File: src/rtl/tdm_demux.sv
// Receive side of a TDM word stream. Beats are spread across NCH channel registers,
// with a per-channel update strobe and frame/sync status flags.
module tdm_demux #(
  parameter int WIDTH = 8,
  parameter int NCH   = 4,
  parameter int CW    = 2
) (
  input  logic               clk,
  input  logic               rst,
  input  logic [WIDTH-1:0]   din,
  input  logic               din_valid,
  input  logic               sof,
  output logic [NCH*WIDTH-1:0] dout,
  output logic [NCH-1:0]     dout_valid,
  output logic               frame_done,
  output logic               sync_err,
  output logic               locked,
  output logic [CW-1:0]      slot
);

  typedef enum logic {
    HUNT   = 1'b0,
    LOCKED = 1'b1
  } state_t;

  localparam logic [CW-1:0]  LAST_SLOT = CW'(NCH - 1);
  localparam logic [CW-1:0]  SLOT_ONE  = CW'(1);
  localparam logic [NCH-1:0] ONE_HOT0  = NCH'(1);

  generate
    if (NCH < 2 || (1 << CW) != NCH) begin : g_bad_param
      $error("tdm_demux: NCH must be a power of 2 >= 2 and CW must equal log2(NCH)");
    end
  endgenerate

  state_t          state_reg;
  logic [CW-1:0]   slot_reg;
  logic [NCH-1:0]  dout_valid_reg;
  logic            frame_done_reg;
  logic            sync_err_reg;
  logic [NCH-1:0]  load_sel;

  // A sof beat always targets channel 0, even as a resync while locked;
  // plain beats are only accepted once locked.
  always_comb begin
    load_sel = '0;
    if (din_valid) begin
      if (sof) begin
        load_sel = ONE_HOT0;
      end else if (state_reg == LOCKED) begin
        load_sel = ONE_HOT0 << slot_reg;
      end
    end
  end

  always_ff @(posedge clk or posedge rst) begin
    if (rst) begin
      state_reg      <= HUNT;
      slot_reg       <= '0;
      dout_valid_reg <= '0;
      frame_done_reg <= 1'b0;
      sync_err_reg   <= 1'b0;
    end else begin
      dout_valid_reg <= load_sel;
      frame_done_reg <= 1'b0;
      sync_err_reg   <= 1'b0;
      if (din_valid) begin
        case (state_reg)
          HUNT: begin
            if (sof) begin
              state_reg <= LOCKED;
              slot_reg  <= SLOT_ONE;
            end
          end
          LOCKED: begin
            if (sof) begin
              // A truncated frame never reports frame_done.
              sync_err_reg <= (slot_reg != '0);
              slot_reg     <= SLOT_ONE;
            end else begin
              frame_done_reg <= (slot_reg == LAST_SLOT);
              slot_reg       <= slot_reg + SLOT_ONE;
            end
          end
          default: begin
            state_reg <= HUNT;
            slot_reg  <= '0;
          end
        endcase
      end
    end
  end

  genvar gi;
  generate
    for (gi = 0; gi < NCH; gi++) begin : g_chan
      logic [WIDTH-1:0] chan_reg;

      always_ff @(posedge clk or posedge rst) begin
        if (rst) begin
          chan_reg <= '0;
        end else if (load_sel[gi]) begin
          chan_reg <= din;
        end
      end

      assign dout[gi*WIDTH +: WIDTH] = chan_reg;
    end
  endgenerate

  assign dout_valid = dout_valid_reg;
  assign frame_done = frame_done_reg;
  assign sync_err   = sync_err_reg;
  assign locked     = (state_reg == LOCKED);
  assign slot       = slot_reg;

endmodule
File: config.mk
export PLATFORM = sky130hd
export DESIGN_NAME = tdm_demux
export DESIGN_NICKNAME = d
export VERILOG_FILES = /design/src/rtl/tdm_demux.sv
export SDC_FILE = /design/constraint.sdc
export NUM_CORES = 1
export LEC_CHECK = 0
export CAP_MARGIN = 15
export CORE_MARGIN = 2
export CORE_UTILIZATION = 39
export DETAILED_ROUTE_END_ITERATION = 7
export PLACE_DENSITY = 0.69
export SLEW_MARGIN = 5
export SYNTH_ARGS = -nofsm -noshare
export SYNTH_HDL_FRONTEND = slang
export SYNTH_SLANG_ARGS = --single-unit
File: constraint.sdc
create_clock -name clk -period 1.7 [get_ports clk]
set_clock_uncertainty 0.2 [all_clocks]
set_input_delay 0.255 -clock clk [delete_from_list [all_inputs] [get_ports clk]]
set_output_delay 0.255 -clock clk [all_outputs]
set_load 0.05 [all_outputs]
* Word level (Yosys, flattened, before mapping)
Cells that the tools add are included.
Storage, ports and cells: output and inout port bits 41, flip-flop bits (word level) 41, word-level logic and storage cells 30, bits of input ports 12
Cells by class: equality and inequality tests 2, add/subtract/negate cells 1, bitwise gates (word level) 1, reductions and logical operators 2, shift-type cells 1, multiplexer cells 14
Operators by type and width (count):
- 4-bit 2-to-1 mux | 3
- 1-bit 2-to-1 mux | 8
- 2-bit 2-to-1 mux | 2
- 2-bit case mux with 2 select lines | 1
- 1-bit by 2-bit << shifter with 4-bit output, first input constant | 1
- 2-bit by 1-bit adder with 2-bit output, second input constant | 1
- 2-bit == test, second input constant | 1
- 2-bit != test, second input constant | 1
- 2-bit AND reduction | 1
- 2-bit nonzero test | 1
- 1-bit NOT | 1

* Depth between registers and ports, before layout
Gate-level depths: netlist of run 1.
depth in word-level cells 4, gate-level depth with buffers 5

* Worst setup path after synthesis of run 1
OpenSTA, ideal clock, no wires.
path kind register to register, start reg slot_reg[0], in the netlist slot[0], end reg g_chan[0].chan_reg[0], setup slack -191 ps, buffers on the path 1, cell stages (with the launch flop) 6, setup time 101 ps, required time 1399 ps, arrival 1591 ps, cells stage by stage dfrtp_1 -> inv_1 -> ha_1 -> and3_4 -> buf_6 -> o32ai_1
Between the ends: word-level cells in the longest chain between the ends 4
Ends and longest elaborated chain:
- from (decl) | line 37 | logic [CW-1:0] slot_reg;
- from (signal assigned) | line 82 | slot_reg <= slot_reg + SLOT_ONE;
- 1-bit by 2-bit << shifter with 4-bit output | line 51 | load_sel = ONE_HOT0 << slot_reg;
- 4-bit 2-to-1 mux | line 50 | end else if (state_reg == LOCKED) begin
- 4-bit 2-to-1 mux | line 48 | if (sof) begin
- 4-bit 2-to-1 mux | line 47 | if (din_valid) begin
- to (signal assigned) | line 103 | chan_reg <= din;
- to (decl) | line 97 | logic [WIDTH-1:0] chan_reg;
Every way passes these cells. A chain may end at the register's enable or synchronous reset.

* Worst setup path after layout of run 1
start reg slot_reg[1], in the netlist slot[1], end reg g_chan[1].chan_reg[2]
Between the ends: word-level cells in the longest chain between the ends 4
Ends and longest elaborated chain (line):
- 1-bit by 2-bit << shifter with 4-bit output | 51
- 4-bit 2-to-1 mux | 50
- 4-bit 2-to-1 mux | 48
- 4-bit 2-to-1 mux | 47
- to (signal assigned) | 103
- to (decl) | 97
Every way passes these cells.

==> results of run 1 <==
[per-layer routing]
layer	GRT usage [%]	routed length, µm	vias up
li1	-	-	528
met1	18.2	1500	574
met2	27.4	2040	30
met3	7.07	182	4
met4	7.05	42	0
met5	0	0	-
[power by group]
group	switching, mW	total [mW]	internal [mW]
registers	0.256	1.53	1.27
logic	1.39	2.49	1.10
clock network	0.340	0.818	0.478
total	1.99	4.84	2.85
[area by class of cell]
cell class	instances	area, µm²
inverter	15	56.3
timing repair buffer	58	763
fill	342	1660
clock buffer	6	82.6
sequential	41	1030
tap	52	65.1
clock inverter	2	37.5
multi-input combinational	58	602
[through the flow]
step                      area, µm²  worst slack [ps]  utilization, %  setup TNS [ps]
after detailed placement       2490              -162            58.0           -4230
after global routing           2640              12.0            61.4               0
after floorplan                1710              30.6               -               0
after CTS                      2610              32.2            60.8               0
after global placement         2490              -130            58.0           -2930
final                          2640              75.7            61.4               0
[critical path: cells and delay by family, from the launching register on]
kind                       cells  cell delay (ps)
buffers and inverters          1              100
muxes                          1              330
adders and majority gates      1              230
and+or+nand+nor                1              200
DFF                            1              450
[cell families after synthesis]
family / share of synthesized area [%]
buffers and inverters: 5.88
multiplexers: 16.7
adder cells (fa/ha/maj): 2.94
flip-flops: 60.2
AO/OA/AOI/OAI: 5.44
AND/OR/NAND/NOR: 8.82
[cells in the final DEF, fill, tap and decap left out, types with 2 or more instances in the layout]
master / count
dfrtp_1: 39
buf_12: 24
mux2_2: 23
buf_4: 23
inv_1: 14
clkdlybuf4s50_1: 11
nand2_1: 8
o32ai_1: 8
clkbuf_8: 6
nand4b_4: 3
ha_1: 3
dfrtp_2: 2
[synth_stat cells (all sizes together)]
master,n
and3,1
o21ai,1
and2,1
o32ai,8
mux2i,1
dfrtp,41
nand2,8
a22o,1
inv,15
or2,1
mux2,24
and4b,1
buf,5
and3b,1
nor2b,1
a21oi,1
nand4b,3
ha,4
[path summary, 6_finish.rpt]
check,startpoint,end,slack [ps],cells after the start
setup / recovery,slot[1],g_chan[1].chan_reg[2],80,4
hold / removal,rst,dout_valid[2],100,3
setup reg to reg,slot[1],g_chan[1].chan_reg[2],80,4
hold reg to reg,g_chan[1].chan_reg[1],g_chan[1].chan_reg[1],310,1
max in group asynchronous,rst,slot[0],980,3
min in group clk,g_chan[1].chan_reg[1],g_chan[1].chan_reg[1],310,1
==> impl_metrics.env, run 1 <==
export IMPL_status="finished, final reports clean"
export IMPL_overflow=0
export IMPL_antenna_cells=0
export IMPL_die_x_um=70.1
export IMPL_ant_nets=0
export IMPL_die_h_um=70.1
export IMPL_drt_total_wl_um=3770
export IMPL_synth_seq_cells=41
export IMPL_critPathSlowestCell="dfrtp_2"
export IMPL_arrival_ps=1600
export IMPL_start_kind="flip-flop"
export IMPL_rows=24
export IMPL_drt_first_pass_iters=3
export IMPL_antenna_found_initial=0
export IMPL_place_hpwl_um=2710
export IMPL_power_mw=4.84
export IMPL_post_cts_buffers=0
export IMPL_h_tree_depth=2
export IMPL_syn_cell_area_um2=1700
export IMPL_nets=195
export IMPL_tightest_slew_ps=459
export IMPL_track_usage_pct=16.4
export IMPL_clk_path_buf_depth=2
export IMPL_max_freq_mhz=616
export IMPL_grt_max_degree=42
export IMPL_yosysTopAreaCellShare_pct=60.2
export IMPL_gp_congestion=0.702
export IMPL_cts_buffers=5
export IMPL_cts_tree="yes"
export IMPL_clk_latency_ps=290
export IMPL_total_leakage_power_nw=1.26
export IMPL_vdd_drop_max_mv=0.969
export IMPL_clk_pin_slew_ps=80
export IMPL_vias_per_cell=4.90
export IMPL_end_kind="flip-flop"
export IMPL_seq_area_frac_synth_pct=60.2
export IMPL_dp_cells=223
export IMPL_io_buffers=52
export IMPL_syn2layout_area_growth_pct=54.7
export IMPL_timing_slew_headroom_pct=69.4
export IMPL_slew_violations=0
export IMPL_hold_class="in -> async"
export IMPL_cp_max_fo=5
export IMPL_io_pin_count=53
export IMPL_drc_errors=0
export IMPL_cts_hold_buf=0
export IMPL_crit_chain="inv_1 > ha_2 > nand4b_2 > mux2_2"
export IMPL_whs_ps=102
export IMPL_setup_violations=0
export IMPL_die_area_um2=4910
export IMPL_post_cts_resized=0
export IMPL_worstPathRequired_ps=1680
export IMPL_layout_drive_gt1_share_pct=49.4
export IMPL_hold_violations=0
export IMPL_yosys_warnings=0
export IMPL_largest_reg_flops=32
export IMPL_wl_per_cell_um=16.2
export IMPL_clock_sinks=41
export IMPL_cts_root_buf="clkbuf_8"
export IMPL_synth_area_top_cells="dfrtp_1, mux2_2, nand4b_4"
export IMPL_grt_setup_unrepaired="no"
export IMPL_max_cap_violations=0
export IMPL_avgSynthCellArea_um2=14.4
export IMPL_syn_inst=118
export IMPL_drtIter0Drc=45
export IMPL_max_stage_delay_ps=450
export IMPL_grt_pass1_vias=1261
export IMPL_core_um2=4290
export IMPL_yosysTopAreaCell="dfrtp_1"
export IMPL_worstSetupPathType="reg -> reg"
export IMPL_vias=1136
export IMPL_synth_nets=134
export IMPL_start_util_pct=39.7
export IMPL_power_density_nw_per_um2=1840
export IMPL_grt_pass1_wl_um=6090
export IMPL_fin_crit_sh_pct=95.5
export IMPL_layout_cells_non_filler=232
export IMPL_synth_distinct_cells=20
export IMPL_min_period_ps=1620
Power figures use the tool's default switching activity.
==> inputs of run 2 (changes only) <==
CORE_UTILIZATION = 31   (was 39)
PLACE_DENSITY = unset   (was 0.69)
==> run 2 against run 1 <==
  * Clock-buffer cell count grew 1
  * Combinational power fell by 3%
  * Via count up 2.6%
  * Maximum frequency down 2.2%
  * Cell count grew 9.1%
  * Critical path type unchanged
==> impl_metrics.env, run 2 (synthesis gave the netlist of run 1 again) <==
export IMPL_status="finished, final reports clean"
export IMPL_drtIter0Drc=51
export IMPL_timing_slew_headroom_pct=69.4
export IMPL_wl_per_cell_um=16.2
export IMPL_combinationalPowerShare_pct=50.8
export IMPL_cts_hold_buf=0
export IMPL_grt_setup_unrepaired="no"
export IMPL_drt_total_wl_um=4100
export IMPL_die_h_um=78.1
export IMPL_max_cap_violations=0
export IMPL_layout_cells_most_common_list="dfrtp_1, buf_4, mux2_2"
export IMPL_rows=26
export IMPL_fin_area_um2=2630
export IMPL_die_x_um=78.1
export IMPL_grt_max_degree=42
export IMPL_start_kind="flip-flop"
export IMPL_ff2ff_setup_slack_ps=40
export IMPL_place_area_um2=2500
export IMPL_antenna_cells=0
export IMPL_fin_crit_sh_pct=97.7
export IMPL_nets=198
export IMPL_vdd_drop_max_mv=1.11
export IMPL_power_mw=4.76
export IMPL_clk_path_buf_depth=2
export IMPL_vias=1166
export IMPL_cp_max_fo=5
export IMPL_n_fill_cell=461
export IMPL_ant_nets=0
export IMPL_vias_per_cell=4.61
export IMPL_post_cts_resized=0
export IMPL_grt_pass1_wl_um=6470
export IMPL_cts_buffers=5
export IMPL_seqPwrFrac_pct=32.1
export IMPL_io_pin_count=53
export IMPL_worstSetupPathType="reg -> reg"
export IMPL_fin_ws_ps=38.9
export IMPL_clk_pin_slew_ps=90
export IMPL_grt_pass1_vias=1287
export IMPL_power_density_nw_per_um2=1810
export IMPL_setup_violations=0
export IMPL_final_common_cell="dfrtp_1"
export IMPL_clk_latency_ps=280
export IMPL_overflow=0
export IMPL_die_area_um2=6100
export IMPL_p_sw_share_pct=41.6
export IMPL_layout_drive_gt1_share_pct=49.7
export IMPL_start_util_pct=32.7
export IMPL_end_kind="flip-flop"
export IMPL_min_period_ps=1660
export IMPL_largest_reg_flops=32
export IMPL_p_int_mw=2.78
export IMPL_dp_cells=244
export IMPL_antenna_found_initial=0
export IMPL_syn2layout_area_growth_pct=54.5
export IMPL_hold_violations=0
export IMPL_clock_sinks=41
export IMPL_dpl_worst_slack_ps=-148
export IMPL_p_sw_mw=1.98
export IMPL_drt_first_pass_iters=4
export IMPL_arrival_ps=1640
export IMPL_track_usage_pct=14.0
export IMPL_max_freq_mhz=602
export IMPL_cts_tree="yes"
export IMPL_io_buffers=52
export IMPL_p_clk_share_pct=17.1
export IMPL_post_cts_buffers=0
export IMPL_hold_class="in -> async"
export IMPL_place_hpwl_um=2910
export IMPL_h_tree_depth=2
export IMPL_cts_root_buf="clkbuf_8"
export IMPL_tightest_slew_ps=459
export IMPL_core_um2=5200
export IMPL_total_leakage_power_nw=1.26
export IMPL_slew_violations=0
export IMPL_worstPathRequired_ps=1680
export IMPL_gp_congestion=0.738
export IMPL_layout_cells_non_filler=253
export IMPL_drc_errors=0
==> run 2: changes by cell type in the layout (fill, tap and decap cells not counted), sizes merged <==
cell,change
clkinvlp,-1
clkbuf,+1
buf,+3
==> run 2: per-stage QoR <==
stage / hold slack [ps] / util, % / setup TNS (ps)
after floorplan: 194 / - / 0
after detailed placement: 295 / 48.0 / -3310
after global routing: 132 / 50.6 / 0
final: 93.8 / 50.6 / 0
after global placement: 291 / 48.0 / -2730
after CTS: 106 / 50.2 / 0
==> run 2: final timing paths <==
path | end | from | depth (start not counted)
max | g_chan[1].chan_reg[1] | slot[1] | 4
min | g_chan[1].chan_reg[7] | rst | 3
max reg2reg | g_chan[1].chan_reg[1] | slot[1] | 4
min reg2reg | g_chan[1].chan_reg[4] | g_chan[1].chan_reg[4] | 1
max in group asynchronous | slot[1] | rst | 3
min in group clk | g_chan[1].chan_reg[4] | g_chan[1].chan_reg[4] | 1
==> run 2: layout make-up <==
class	count	area, µm²	share of cell area [%]
Sequential cell	41	1030	39.1
Clock inverter	1	30.0	1.14
Timing Repair Buffer	61	748	28.4
Inverter	15	56.3	2.14
Multi-Input combinational cell	58	594	22.6
Tap cell	70	87.6	3.33
Clock buffer	7	86.3	3.28
==> run 2: power groups by stage <==
stage          logic [mW]  clock network (mW)  registers [mW]
3_3_place_gp         2.40                   0            1.54
4_1_cts              2.43               0.828            1.53
3_5_place_dp         2.43                   0            1.54
6_report             2.42               0.812            1.53
2_1_floorplan       0.366                   0            2.50
5_1_grt              2.50               0.876            1.57
==> run 2: metal layers <==
layer | vias to the layer above | GRT usage (%) | routed length (µm)
met5 | - | 0 | 0
met4 | 0 | 4.21 | 42
li1 | 537 | - | -
met2 | 37 | 23.4 | 2080
met1 | 588 | 16.2 | 1670
met3 | 4 | 6.44 | 309
==> run 2: critical path: stages (launching register included) <==
cell and delay (ps):
dfrtp_2 460, inv_1 100, ha_2 230, nand4b_2 220, mux2_2 340
